[config.mk]
export PLATFORM = sky130hd
export DESIGN_NAME = rram_write_verify_ctrl
export DESIGN_NICKNAME = d
export VERILOG_FILES = /design/src/rtl/rram_ctrl_pkg.sv /design/src/rtl/rram_write_verify_ctrl.sv
export SDC_FILE = /design/constraint.sdc
export NUM_CORES = 1
export LEC_CHECK = 0
export CAP_MARGIN = 10
export CORE_ASPECT_RATIO = 0.5
export CORE_MARGIN = 5
export CORE_UTILIZATION = 40
export CTS_BUF_LIST = sky130_fd_sc_hd__clkbuf_8 sky130_fd_sc_hd__clkbuf_16
export DETAILED_ROUTE_END_ITERATION = 12
export PLACE_DENSITY_LB_ADDON = 0.05
export SLEW_MARGIN = 10
export SYNTH_ARGS = -nofsm -noshare
export SYNTH_HDL_FRONTEND = slang
export SYNTH_SLANG_ARGS = --single-unit
[constraint.sdc]
create_clock -name clk0 -period 8.83 [get_ports clk0]
set_clock_uncertainty 0.2 [all_clocks]
set_input_delay 1.766 -clock clk0 [delete_from_list [all_inputs] [get_ports clk0]]
set_output_delay 1.766 -clock clk0 [all_outputs]
set_load 0.01 [all_outputs]
[src/rtl/rram_ctrl_pkg.sv]
// Shared types and constants for the RRAM write-verify controller.
package rram_ctrl_pkg;

    typedef enum logic [2:0] {
        ST_IDLE = 3'd0,
        ST_CMD  = 3'd1,
        ST_VCMD = 3'd2,
        ST_WAIT = 3'd3,
        ST_RESP = 3'd4
    } state_t;

    localparam logic REQ_READ  = 1'b0;
    localparam logic REQ_WRITE = 1'b1;

endpackage

[src/rtl/rram_write_verify_ctrl.sv]
// Host-side initiator for a single-port RRAM macro: reads, and writes with
// read-back verify and bounded re-programming on mismatch.
module rram_write_verify_ctrl
    import rram_ctrl_pkg::*;
#(
    parameter int DATA_WIDTH  = 64,
    parameter int ADDR_WIDTH  = 6,
    parameter int MAX_RETRIES = 3,
    parameter int RETRY_W     = 2
) (
    input  logic                  clk0,
    input  logic                  rst0,
    input  logic                  req_valid,
    output logic                  req_ready,
    input  logic                  req_we,
    input  logic [ADDR_WIDTH-1:0] req_addr,
    input  logic [DATA_WIDTH-1:0] req_wdata,
    output logic                  resp_valid,
    output logic [DATA_WIDTH-1:0] resp_rdata,
    output logic                  resp_err,
    output logic [RETRY_W-1:0]    resp_retries,
    output logic                  mem_csb0,
    output logic                  mem_web0,
    output logic [ADDR_WIDTH-1:0] mem_addr0,
    output logic [DATA_WIDTH-1:0] mem_din0,
    input  logic [DATA_WIDTH-1:0] mem_dout0
);

    state_t                state_r;
    state_t                next_state_s;
    logic                  accept_s;
    logic                  match_s;
    logic                  at_limit_s;
    logic                  we_r;
    logic                  we_nx_s;
    logic [ADDR_WIDTH-1:0] addr_r;
    logic [DATA_WIDTH-1:0] wdata_r;
    logic [RETRY_W-1:0]    retries_r;
    logic                  csb0_s;
    logic                  web0_s;
    logic                  ready_s;
    logic                  resp_valid_s;

    assign accept_s   = (state_r == ST_IDLE) && req_valid;
    assign match_s    = (mem_dout0 == wdata_r);
    assign at_limit_s = (retries_r >= RETRY_W'(MAX_RETRIES));
    assign we_nx_s    = accept_s ? req_we : we_r;

    // The macro pins mirror the latched request, so they stay still while csb0 is high.
    assign mem_addr0 = addr_r;
    assign mem_din0  = wdata_r;

    // State register.
    always_ff @(posedge clk0 or posedge rst0) begin
        if (rst0) begin
            state_r <= ST_IDLE;
        end else begin
            state_r <= next_state_s;
        end
    end

    // Next-state logic, including the verify/retry decision at the end of WAIT.
    always_comb begin
        next_state_s = state_r;
        case (state_r)
            ST_IDLE: begin
                if (req_valid) begin
                    next_state_s = ST_CMD;
                end else begin
                    next_state_s = ST_IDLE;
                end
            end
            ST_CMD: begin
                if (we_r == REQ_WRITE) begin
                    next_state_s = ST_VCMD;
                end else begin
                    next_state_s = ST_WAIT;
                end
            end
            ST_VCMD: next_state_s = ST_WAIT;
            ST_WAIT: begin
                if (we_r == REQ_READ) begin
                    next_state_s = ST_RESP;
                end else if (match_s || at_limit_s) begin
                    next_state_s = ST_RESP;
                end else begin
                    next_state_s = ST_CMD;
                end
            end
            ST_RESP: next_state_s = ST_IDLE;
            default: next_state_s = ST_IDLE;
        endcase
    end

    // Output decode from the next state so the strobes are registered yet aligned with the state.
    always_comb begin
        csb0_s       = 1'b1;
        web0_s       = 1'b1;
        ready_s      = 1'b0;
        resp_valid_s = 1'b0;
        case (next_state_s)
            ST_IDLE: ready_s = 1'b1;
            ST_CMD: begin
                csb0_s = 1'b0;
                web0_s = ~we_nx_s;
            end
            ST_VCMD: csb0_s = 1'b0;
            ST_WAIT: csb0_s = 1'b1;
            ST_RESP: resp_valid_s = 1'b1;
            default: ready_s = 1'b0;
        endcase
    end

    // Output registers.
    always_ff @(posedge clk0 or posedge rst0) begin
        if (rst0) begin
            mem_csb0   <= 1'b1;
            mem_web0   <= 1'b1;
            req_ready  <= 1'b1;
            resp_valid <= 1'b0;
        end else begin
            mem_csb0   <= csb0_s;
            mem_web0   <= web0_s;
            req_ready  <= ready_s;
            resp_valid <= resp_valid_s;
        end
    end

    // Request latch, retry counter and response capture.
    always_ff @(posedge clk0 or posedge rst0) begin
        if (rst0) begin
            we_r         <= REQ_READ;
            addr_r       <= {ADDR_WIDTH{1'b0}};
            wdata_r      <= {DATA_WIDTH{1'b0}};
            retries_r    <= {RETRY_W{1'b0}};
            resp_rdata   <= {DATA_WIDTH{1'b0}};
            resp_err     <= 1'b0;
            resp_retries <= {RETRY_W{1'b0}};
        end else begin
            if (accept_s) begin
                we_r      <= req_we;
                addr_r    <= req_addr;
                wdata_r   <= req_wdata;
                retries_r <= {RETRY_W{1'b0}};
            end
            if (state_r == ST_WAIT && next_state_s == ST_CMD) begin
                retries_r <= retries_r + RETRY_W'(1);
            end
            // Response fields change only when a new response is issued.
            if (state_r == ST_WAIT && next_state_s == ST_RESP) begin
                resp_rdata   <= mem_dout0;
                resp_err     <= (we_r == REQ_WRITE) && !match_s;
                resp_retries <= retries_r;
            end
        end
    end

endmodule

==> results.toml <==
[floorplan]
die-area_um2 = 18360
rows = 32
ios = 279
core_um2 = 15330
die_w_um = 186.7
die_h_um = 98.34
initial_core_util = 0.4071

[finish]
fin_area_um2 = 9776
n_antenna_cell = 0
nets = 841
layout-drive-gt1-share = 0.2517
instances_no_fill = 919
nFillCells = 1239
area_growth_pct = 56.57
fin_util = 0.6375

[pwr]
p_int_mw = 2.609
seqPwrFrac = 0.329
vdd_ir_drop_max_v = 0.0002128
combPwrFrac = 0.504
power.total_mw = 3.910
power.density_nw_per_um2 = 400.0
p_leak_nw = 4.078
p_switching_mw = 1.302
p_clk_frac = 0.167
switching_share = 0.3329

[detailed_routing]
drtIter0Drc = 129
drc = 0
dr_total_vias = 4373
wl_per_cell_um = 18.85
drt_wl_total_um = 17320
antenna_left = 0
viasPerCell = 4.758
dr.pass1.iters = 4

[worst_setup_path]
crit_path_top_delay_cell = "nor4_1"
cp-end-kind = "flop"
cp-start-kind = "input port"
path_cells = "clkdlybuf4s50_1 -> xor2_1 -> nor4_1 -> nand4_1 -> nor4_4 -> o21ai_4 -> buf_4 -> mux2_4"
cp_num_buf_inv = 2
worstPathRequired_ps = 8920
crit_family = "simple AND/OR/NAND/NOR gates"
critPathKind = "input port to flop"
slowest_delay_ps = 680
cp_data_arrival_time_ps = 4650
critPathMaxFanout = 69

[yosys]
ys_ff_latch = 147
synth.area.top_cells = "dfrtp_1 (58%), mux2_2 (23%), xor2_1 (9.1%), mux2_4 (1.7%), nor4_1 (1.6%)"
avgSynthCellArea_um2 = 14.97
yosysMostFrequentCell = "dfrtp_1"
syn_area_um2 = 6243
netlist_instances = 417
synth_commonest_cells = "dfrtp_1 (144), mux2_2 (130), xor2_1 (65), nor4_1 (16), buf_2 (12)"
postSynth.asyncResetShare = 1.000
mappedNetlistNets = 556
synth_top_area_frac = 0.5772
ys.flop_type = "dfrtp_1"
ys_seq_area_frac = 0.5898
yosysTopAreaCell = "dfrtp_1"
synth-edff-count = 0
yosys.cell_types.count = 32
ys_warn_count = 0

[cts]
clock-sinks = 147
cts_setup_buffers = 0
tritoncts = "yes"
ctsHoldBuffers = 0
clk_pin_slew_ps = 60
htreeDepth = 4
cts_buffers = 17
cts_root_buffer = "clkbuf_16"
cts_buffer_depth = 2
cts_resized = 0
clk_latency_ps = 410

[grt]
grt_pass1_wl_um = 27260
antenna_found_initial = 0
grt_pass1_vias = 4822
grt_max_degree = 79
gr-total-overflow = 0
grt_use_total = 0.1894

[placed_design]
place_inst = 887
io_buffers = 278
pre_cts_ws_ps = 3882
hpwl_um = 12850
place.gp.congestion = 0.7531
placedInstanceArea_um2 = 9235

[timing]
whs_ps = 302.6
max_freq_mhz = 219.4
finalSetupViolations = 0
setup_ws_ps = 4272
hold_violations = 0
tns_ps = 0
rsz0062_at_grt = "false"
slew_viol_final = 0
worst_pin_slew_ps = 1003
period_needed_ps = 4558
slew-limit-headroom = 0.3315
period_share = 0.5162

[flow_run]
drv_cap = 0

[run_status]
status = "finished clean"

[worst_hold_path]
hold_path_class = "flop to flop"
-- kinds of logic after synthesis --
kind of cell               share of synthesized area
buffers and inverters                        0.01743
AOI/OAI and AO/OA                            0.01303
xor gates and xnor gates                     0.09118
adders and majority gates                   0.002004
and+or+nand+nor                              0.03527
muxes                                         0.2513
DFF                                           0.5898
-- power groups by stage --
stage          clock [mW]  sequential [mW]  combinational (mW)
2_1_floorplan           0             1.42               0.908
3_3_place_gp            0             1.29                1.98
3_5_place_dp            0             1.30                2.00
4_1_cts             0.672             1.29                2.01
5_1_grt             0.702             1.34                2.11
6_report            0.653             1.29                1.97
-- final timing paths --
path	startpoint	end	slack, ps	cells past startpoint
setup / recovery	mem_dout0[16]	resp_rdata[2]$_DFFE_PP0P_	4270	8
hold / removal	mem_addr0[5]$_DFFE_PP0P_	mem_addr0[5]$_DFFE_PP0P_	300	1
setup reg to reg	mem_din0[16]$_DFFE_PP0P_	resp_rdata[2]$_DFFE_PP0P_	5680	7
hold reg to reg	mem_addr0[5]$_DFFE_PP0P_	mem_addr0[5]$_DFFE_PP0P_	300	1
max in group asynchronous	rst0	mem_din0[13]$_DFFE_PP0P_	5370	3
min in group asynchronous	rst0	mem_din0[25]$_DFFE_PP0P_	1640	2
-- area by class of cell --
class	instances	area, µm²	share of cell area
clock inverter	13	87.58	0.008959
tap	204	255.2	0.02611
inverter	6	27.53	0.002816
clock buffer	19	452.9	0.04633
multi-input combinational	249	2465	0.2521
timing repair buffer	281	2805	0.2870
sequential	147	3682	0.3767
-- flip-flops by register name, indices dropped and copies added (netlist names) --
signal	flops
mem_addr0	6
mem_csb0	1
retries_r	2
req_ready	1
resp_valid	1
mem_web0	1
resp_retries	2
state_r	3
resp_rdata	64
resp_err	1
we_r	1
mem_din0	64
-- cells in the final DEF, fill, tap and decap left out, types with 3 or more instances in the layout --
cell type,count
clkdlybuf4s50_1,278
inv_1,5
mux2_4,7
buf_4,3
dfrtp_1,144
nor4_1,16
nand4_1,4
mux2_2,130
clkbuf_16,17
clkinv_2,5
dfstp_2,3
xor2_1,65
clkinvlp_4,6
-- layer usage --
layer  track usage  share of wire  vias up  routed length (µm)
met1        0.2171           0.39     2174                6823
met4       0.05204         0.0084        0                 146
met2        0.3212           0.50      140                8718
met5             0              0        -                   0
met3       0.09036          0.094       11                1631
li1              -              -     2048                   -
-- worst reg2reg max path: cells and delay by family (launching register included) --
kind	cells	cell delay, ps
AO/OA/AOI/OAI	1	100
XOR/XNOR	1	170
buffers and inverters	1	420
flip-flops	1	410
multiplexers	1	440
AND/OR/NAND/NOR	3	1290
Note: power is estimated with default switching activity, not from simulation.
